==> src/rtl/fsm_seq_transmitter_if.sv <==
// fsm_seq_transmitter_if: start/pattern request and serial x stream between a transmitter and its user
interface fsm_seq_transmitter_if #(
    parameter int PAT_W = 4,
    parameter int CNT_W = 4
);
    logic             start;
    logic [PAT_W-1:0] pattern;
    logic [CNT_W-1:0] repeat_cnt;
    logic             x_out;
    logic             x_valid;
    logic             busy;
    logic             done;
    modport master (output start, pattern, repeat_cnt, input x_out, x_valid, busy, done);
    modport slave  (input start, pattern, repeat_cnt, output x_out, x_valid, busy, done);
endinterface

==> src/rtl/fsm_seq_transmitter.sv <==
// fsm_seq_transmitter: shifts a latched pattern out MSB-first, repeat_cnt times, with GAP idle cycles between repeats
module fsm_seq_transmitter #(
    parameter int PAT_W = 4,
    parameter int CNT_W = 4,
    parameter int GAP   = 2
) (
    input logic                 clk,
    input logic                 reset,
    fsm_seq_transmitter_if.slave bus
);
    localparam int BW = $clog2(PAT_W);
    localparam int GW = GAP > 0 ? $clog2(GAP + 1) : 1;
    typedef enum logic [1:0] {S_IDLE, S_SHIFT, S_GAP, S_DONE} state_t;
    state_t           state;
    logic [PAT_W-1:0] pat;
    logic [CNT_W-1:0] rem;
    logic [BW-1:0]    bidx;
    logic [GW-1:0]    gcnt;
    logic             x_out, x_valid, busy, done;
    assign bus.x_out   = x_out;
    assign bus.x_valid = x_valid;
    assign bus.busy    = busy;
    assign bus.done    = done;
    // bidx is the index of the bit on x_out in the cycle after the edge that set it
    always_ff @(posedge clk or negedge reset) begin
        if (!reset) begin
            state   <= S_IDLE;
            pat     <= '0;
            rem     <= '0;
            bidx    <= '0;
            gcnt    <= '0;
            x_out   <= 1'b0;
            x_valid <= 1'b0;
            busy    <= 1'b0;
            done    <= 1'b0;
        end else begin
            case (state)
                S_IDLE: if (bus.start) begin
                    pat <= bus.pattern;
                    rem <= bus.repeat_cnt;
                    if (bus.repeat_cnt != '0) begin
                        state   <= S_SHIFT;
                        bidx    <= BW'(PAT_W - 1);
                        x_out   <= bus.pattern[PAT_W-1];
                        x_valid <= 1'b1;
                        busy    <= 1'b1;
                    end else begin
                        state <= S_DONE;
                        done  <= 1'b1;
                    end
                end
                S_SHIFT: if (bidx != '0) begin
                    bidx  <= bidx - 1'b1;
                    x_out <= pat[bidx - 1'b1];
                end else begin
                    rem <= rem - 1'b1;
                    if (rem == CNT_W'(1)) begin
                        state   <= S_DONE;
                        x_out   <= 1'b0;
                        x_valid <= 1'b0;
                        busy    <= 1'b0;
                        done    <= 1'b1;
                    end else if (GAP > 0) begin
                        state   <= S_GAP;
                        gcnt    <= GW'(GAP);
                        x_out   <= 1'b0;
                        x_valid <= 1'b0;
                    end else begin
                        bidx  <= BW'(PAT_W - 1);
                        x_out <= pat[PAT_W-1];
                    end
                end
                S_GAP: if (gcnt == GW'(1)) begin
                    state   <= S_SHIFT;
                    bidx    <= BW'(PAT_W - 1);
                    x_out   <= pat[PAT_W-1];
                    x_valid <= 1'b1;
                end else begin
                    gcnt <= gcnt - 1'b1;
                end
                default: begin
                    state <= S_IDLE;
                    done  <= 1'b0;
                end
            endcase
        end
    end
endmodule

==> src/flat_wrapper.sv <==
// flat-port wrapper written by rule: the top's interface ports become plain ports
module fsm_seq_transmitter_flat 
#(
    parameter int PAT_W = 4,
    parameter int CNT_W = 4,
    parameter int GAP   = 2
)
  (clk, reset, bus_start, bus_pattern, bus_repeat_cnt, bus_x_out, bus_x_valid, bus_busy, bus_done);
  fsm_seq_transmitter_if #(.PAT_W(PAT_W), .CNT_W(CNT_W)) bus_i ();
  input logic clk;
  input logic reset;
  input wire logic [$bits(bus_i.start)-1:0] bus_start;
  input wire logic [$bits(bus_i.pattern)-1:0] bus_pattern;
  input wire logic [$bits(bus_i.repeat_cnt)-1:0] bus_repeat_cnt;
  output wire logic [$bits(bus_i.x_out)-1:0] bus_x_out;
  output wire logic [$bits(bus_i.x_valid)-1:0] bus_x_valid;
  output wire logic [$bits(bus_i.busy)-1:0] bus_busy;
  output wire logic [$bits(bus_i.done)-1:0] bus_done;
  assign bus_i.start = bus_start;
  assign bus_i.pattern = bus_pattern;
  assign bus_i.repeat_cnt = bus_repeat_cnt;
  assign bus_x_out = bus_i.x_out;
  assign bus_x_valid = bus_i.x_valid;
  assign bus_busy = bus_i.busy;
  assign bus_done = bus_i.done;
  fsm_seq_transmitter #(.PAT_W(PAT_W), .CNT_W(CNT_W), .GAP(GAP)) u_core (.clk(clk), .reset(reset), .bus(bus_i));
endmodule
==> config.mk <==
export PLATFORM = sky130hd
export DESIGN_NAME = fsm_seq_transmitter_flat
export DESIGN_NICKNAME = d
export VERILOG_FILES = /design/src/rtl/fsm_seq_transmitter_if.sv /design/src/rtl/fsm_seq_transmitter.sv /design/src/flat_wrapper.sv
export SDC_FILE = /design/constraint.sdc
export NUM_CORES = 1
export LEC_CHECK = 0
export ABC_AREA = 1
export ABC_CLOCK_PERIOD_IN_PS = 1400
export BUFFER_PORTS_ARGS = -buffer_cell sky130_fd_sc_hd__buf_2
export CORE_MARGIN = 2
export CORE_UTILIZATION = 50
export CTS_BUF_LIST = sky130_fd_sc_hd__clkbuf_16
export CTS_CLUSTER_DIAMETER = 40
export CTS_CLUSTER_SIZE = 20
export DETAILED_ROUTE_END_ITERATION = 7
export GPL_TIMING_DRIVEN = 1
export PLACE_DENSITY = 0.77
export SYNTH_ARGS = -nofsm -noshare
export SYNTH_HDL_FRONTEND = slang
export SYNTH_SLANG_ARGS = --single-unit
==> constraint.sdc <==
create_clock -name clk -period 1.4 [get_ports clk]
set_input_delay 0.07 -clock clk [delete_from_list [all_inputs] [get_ports clk]]
set_output_delay 0.07 -clock clk [all_outputs]
set_load 0.01 [all_outputs]
After elaboration in Yosys (flattened, before gate mapping)
Index checks and enable logic that the tools add are counted.

operators by class
  div/mod/pow operators = 0
  bitwise gates (word level) = 1
  shifts and indexed selects = 0
  multiply operators = 0
  multiplexer cells = 38
  magnitude comparators = 1
  add/subtract/negate cells = 3
  reduce and logical (&&, ||, !) cells = 15
  equality and inequality tests = 13

operators with widths
  operator                                                                      number
  2-bit two-way mux                                                             11
  5-bit AND reduction                                                           4
  1-bit two-way mux                                                             16
  2-bit case mux with 3 select lines                                            2
  2-bit != test, second input constant                                          5
  1-bit case mux with 3 select lines                                            3
  4-bit two-way mux                                                             2
  2-bit by 1-bit != test with 1-bit output, second input constant               4
  4-bit case mux with 2 select lines                                            1
  4-bit AND reduction                                                           2
  3-bit AND reduction                                                           2
  2-bit nonzero test                                                            3
  2-bit by 1-bit == test with 1-bit output, second input constant               2
  4-bit by 1-bit == test with 1-bit output, second input constant               1
  2-bit case mux with 2 select lines                                            1
  4-bit nonzero test                                                            1
  2-bit by 1-bit subtractor with 2-bit output, second input constant            2
  4-bit by 1-bit subtractor with 4-bit output, second input constant            1
  2-bit by 3-bit less-than comparator with 1-bit output, second input constant  1
  3-bit nonzero test                                                            1
  1-bit binary-select mux with 2-bit select                                     1
  2-bit == test, second input constant                                          1
  2-bit logical NOT                                                             1
  1-bit case mux with 2 select lines                                            1
  other kinds (2)                                                               2

storage, ports and cells
  flip-flop bits (word level) = 18
  logic and storage cells = 80
  latch bits = 0
  input port bits = 11
  RAM bits = 0
  ROM bits = 0
  memories kept = 0

Depth between registers and ports, before layout
  depth in word-level cells = 5
  mapped depth = 10
  gate-level depth less buffers = 10

Worst setup path before layout
Ideal clock, no wire load.

  kind = reg-to-reg
  start point = register u_core.state[0]
  end point = register u_core.x_valid (netlist: u_core.bus.x_valid)
  setup time = 123 ps
  arrival time = 1236 ps
  setup slack = 41 ps
  stages on the path, launching flop included = 9
  path buffers = 0
  path through = dfrtp_1 -> inv_1 -> ha_1 -> nand2_2 -> nand2_1 -> nor2_2 -> nand2_2 -> o21ai_0 -> nand2_1

between the ends
  longest elaborated chain between the ends = 3
  elaborated cells between the ends (all ways) = 10
  those cells by class = eq/ne: 6; mux: 1; reduce/logical: 3

RTL lines
  element                                                                            RTL line                   source
  start, declared                                                                    fsm_seq_transmitter.sv:14  state_t state;
  start signal, assigned                                                             fsm_seq_transmitter.sv:27  state <= S_IDLE;
  start signal, assigned                                                             fsm_seq_transmitter.sv:42  state <= S_SHIFT;
  start signal, assigned                                                             fsm_seq_transmitter.sv:48  state <= S_DONE;
  2-bit == test (tied with other cells)                                              fsm_seq_transmitter.sv:37  case (state)
  2-bit by 1-bit != test with 1-bit output (no source line) (tied with other cells)  -
  5-bit AND reduction (no source line)                                               -
  end signal, assigned                                                               fsm_seq_transmitter.sv:33  x_valid <= 1'b0;
  end signal, assigned                                                               fsm_seq_transmitter.sv:45  x_valid <= 1'b1;
  end signal, assigned                                                               fsm_seq_transmitter.sv:60  x_valid <= 1'b0;
  end, declared                                                                      fsm_seq_transmitter.sv:19  logic x_out, x_valid, busy, done;

Several ways; a longest one is shown, not always the timed one.
A chain may end at the register's enable or synchronous reset.

Final worst setup path
  start point = register u_core.state[1]
  end point = register u_core.state[1]

between the ends
  longest elaborated chain between the ends = 3
  elaborated cells between the ends (all ways) = 8
  those cells by class = eq/ne: 5; mux: 1; reduce/logical: 2

RTL lines
  element                                                                                     RTL line
  2-bit == test (tied with other cells)                                                       fsm_seq_transmitter.sv:37
  2-bit by 1-bit != test with 1-bit output (no source line) or 2-bit != test (tied branches)  -
  3-bit AND reduction (no source line)                                                        -

Several ways; a longest one is shown, not always the timed one.

==> flow_metrics.py <==
metrics = {
    "run_status": {
        "status": "finished with violations",
        "violations": "setup timing",
    },
    "synthesis": {
        "synth_edf_count": 0,
        "synth-seq-cells": 18,
        "synth_top_cell_by_area": "dfrtp_1",
        "synthesis.area_sq_mm": 0.001094,
        "avgSynthCellArea_sq_um": 7.439,
        "synthAdderAreaFrac_pct": 9.153,
        "synth_nets": 166,
        "ys_seq_area_share_pct": 41.19,
        "ys.flop_type": "dfrtp_1",
        "synth_compound_area_share_pct": 9.840,
        "synthCells": 147,
        "synth_top_area_share_pct": 41.19,
        "synth.area.mux_share_pct": 0,
        "synthArstFlopShare_pct": 100.0,
        "synth_top_family_by_area": "simple AND/OR/NAND/NOR gates",
        "synth_cell_types": 19,
        "yosys-top-cells-area": "dfrtp_1 41%, nand2_1 13%, ha_1 9.2%",
        "synth_simple_gate_area_share_pct": 29.98,
        "yosys_warnings": 0,
        "synth_xor_xnor_area_share_pct": 1.602,
    },
    "layout": {
        "design_area_sq_mm": 0.001508,
        "layout_commonest_cell": "nand2_1",
        "mostFrequentLayoutCells": "36 x nand2_1, 17 x dfrtp_1, 16 x nor2_1",
        "n_antenna_cell": 0,
        "layout-drive-gt1-share_pct": 34.81,
        "synthToLayoutAreaGrowth_pct": 37.87,
        "fin_nets": 202,
    },
    "sta": {
        "min_period_ns": 1.454,
        "grt_setup_unrepaired": "yes",
        "setup_slack_ns": -0.05354,
        "slew_headroom_pct": 71.45,
        "skew_ns": 0.005014,
        "max_freq_mhz": 688.0,
        "timing.final.crit_share_pct": 103.8,
        "finalSetupViolations": 7,
        "hold_viol": 0,
        "finalMaxSlewViolations": 0,
        "tightest_slew_ns": 0.4282,
    },
    "route": {
        "antenna_left": 0,
        "drc": 0,
        "first_iter_violations": 26,
        "routed-via-count": 1124,
        "first_pass_iters": 4,
        "wl_um": 2756,
        "wire_per_inst_um": 13.25,
        "vias_per_cell": 5.404,
    },
    "die": {
        "die_h_um": 50.77,
        "initial_core_util_pct": 54.08,
        "core_sq_mm": 0.002022,
        "rows": 16,
        "die-area_sq_mm": 0.002577,
        "io_pins": 15,
        "die_w_um": 50.77,
    },
    "power_and_ir_drop": {
        "p_leak_nw": 0.7831,
        "power.density_mw_per_mm2": 2659,
        "ir_worst_vdd_v": 0.001385,
    },
    "worst_setup_path": {
        "path_cells": "inv_2 -> ha_4 -> nand4_1 -> buf_4 -> nand2_2 -> o211ai_1 -> nand2_1",
        "worst-path-buf-inv": 2,
        "crit_type": "flop to flop",
        "cp_max_fo": 6,
        "path_delay_family": "flip-flops",
        "end_kind": "flop",
        "cp.required_ns": 1.59,
        "cp_slowest_cell": "dfrtp_1",
        "cpPeakStageDelay_ns": 0.43,
        "arrival_ns": 1.64,
        "startpoint_type": "flop",
    },
    "global_routing": {
        "grtUsageTotal_pct": 23.05,
        "grt_pass1_wl_um": 4388,
        "grt_max_degree": 19,
        "antenna_found_initial": 0,
        "grt_overflow_total": 0,
        "grt_pass1_vias": 1051,
    },
    "clocking": {
        "cts.clk_slew.worst_paths_ns": 0.05,
        "cts_buffers": 3,
        "worstSkewPairLatency_ns": 0.25,
        "cts_sinks": 18,
        "htreeDepth": 1,
        "clockBufferDepth": 2,
        "cts-root-buf": "clkbuf_16",
        "cts_tree": "yes",
    },
    "placement": {
        "place.gp.congestion": 0.8955,
        "portBuffers": 14,
        "placed_cell_area_sq_mm": 0.001265,
        "hpwlAfterDp_um": 1797,
        "dpl_worst_slack_ns": -0.1285,
    },
    "run": {
        "drv_cap": 0,
    },
    "hold_path": {
        "hp-class": "input pin to flop",
    },
}
final cells by class:
class / count / area [sq um]
fillers: 143 / 514.2
clock buffers: 3 / 75.07
flip-flops and latches: 18 / 451.7
inverters: 22 / 87.58
well taps: 27 / 33.78
repair buffers: 32 / 215.2
multi-input cells: 106 / 644.4
cell usage after synthesis, types with 2 or more instances:
master / n
a21oi_1: 4
nand4_1: 2
inv_1: 20
nand3_1: 10
inv_2: 2
nor2_1: 17
o211ai_1: 2
o21ai_1: 2
dfrtp_1: 18
xor2_1: 2
ha_1: 8
o21ai_0: 11
nor2_2: 2
nand2_2: 4
nand2_1: 39
kinds of logic (layout without fill, tap and decap cells):
family,Yosys count,count (layout)
AOI/OAI and AO/OA,20,20
and+or+nand+nor,76,76
adders and majority gates,8,8
DFF,18,18
xor gates and xnor gates,2,2
buffers and inverters,23,57
power breakdown:
part / leakage, nW / switching, W / internal (W)
logic: 0.538 / 0.00140 / 0.00109
clock network: 0.0370 / 0.000189 / 0.000376
registers: 0.208 / 0.000170 / 0.000784
what timing repair did:
action	in CTS	in global routing
hold buffers	1	0
pin swaps	7	7
gates resized for setup	15	21
setup buffers	1	6
hold endpoints to repair	18	0
endpoints found under the setup margin	17	18
per-stage QoR:
step	setup TNS, ns	instances	hold WS (ns)	total power (W)	utilization (%)
floorplan	0	147	-0.2256	0.002278	-
global placement	-0.04241	197	0.02583	0.002775	62.56
detailed placement	-1.080	197	0.02831	0.002854	62.56
CTS	-0.02021	202	0.07040	0.003614	69.62
global route	-0.8502	208	0.08944	0.004366	74.57
finish	-0.2743	208	0.06981	0.004009	74.57
worst paths after layout:
| path | startpoint | end | slack, ns | cells after the start |
|---|---|---|---|---|
| worst min register to register | u_core.bus.x_out | u_core.bus.x_out | 0.48 | 2 |
| worst max-delay path | u_core.state[1] | u_core.state[1] | -0.05 | 7 |
| max in group asynchronous | reset | u_core.state[0] | 0.79 | 2 |
| worst min-delay path | bus_pattern[0] | u_core.pat[0] | 0.07 | 3 |
| min in group asynchronous | reset | u_core.bus.busy | 0.28 | 2 |
| worst max register to register | u_core.state[1] | u_core.state[1] | -0.05 | 7 |
registers in the layout (all words and copies together) (netlist names):
signal / count
u_core.pat: 4
u_core.rem: 4
u_core.bidx: 2
u_core.gcnt: 2
u_core.state: 2
u_core.bus.busy: 1
u_core.bus.done: 1
u_core.bus.x_out: 1
u_core.bus.x_valid: 1
worst reg2reg max path, stage by stage, from the launching register on:
cell and delay, ns:
dfrtp_1 0.43, inv_2 0.13, ha_4 0.19, nand4_1 0.23, buf_4 0.23, nand2_2 0.05
o211ai_1 0.07, nand2_1 0.06
routing by layer:
| layer | part of all wire, % | vias up | global-route usage (%) |
|---|---|---|---|
| met5 | 0 | - | 0 |
| met4 | 2.4 | 0 | 12.61 |
| met3 | 6.9 | 9 | 4.167 |
| met2 | 49 | 53 | 36.62 |
| met1 | 42 | 527 | 29.64 |
| li1 | - | 535 | - |
Power figures use the tool's default switching activity.
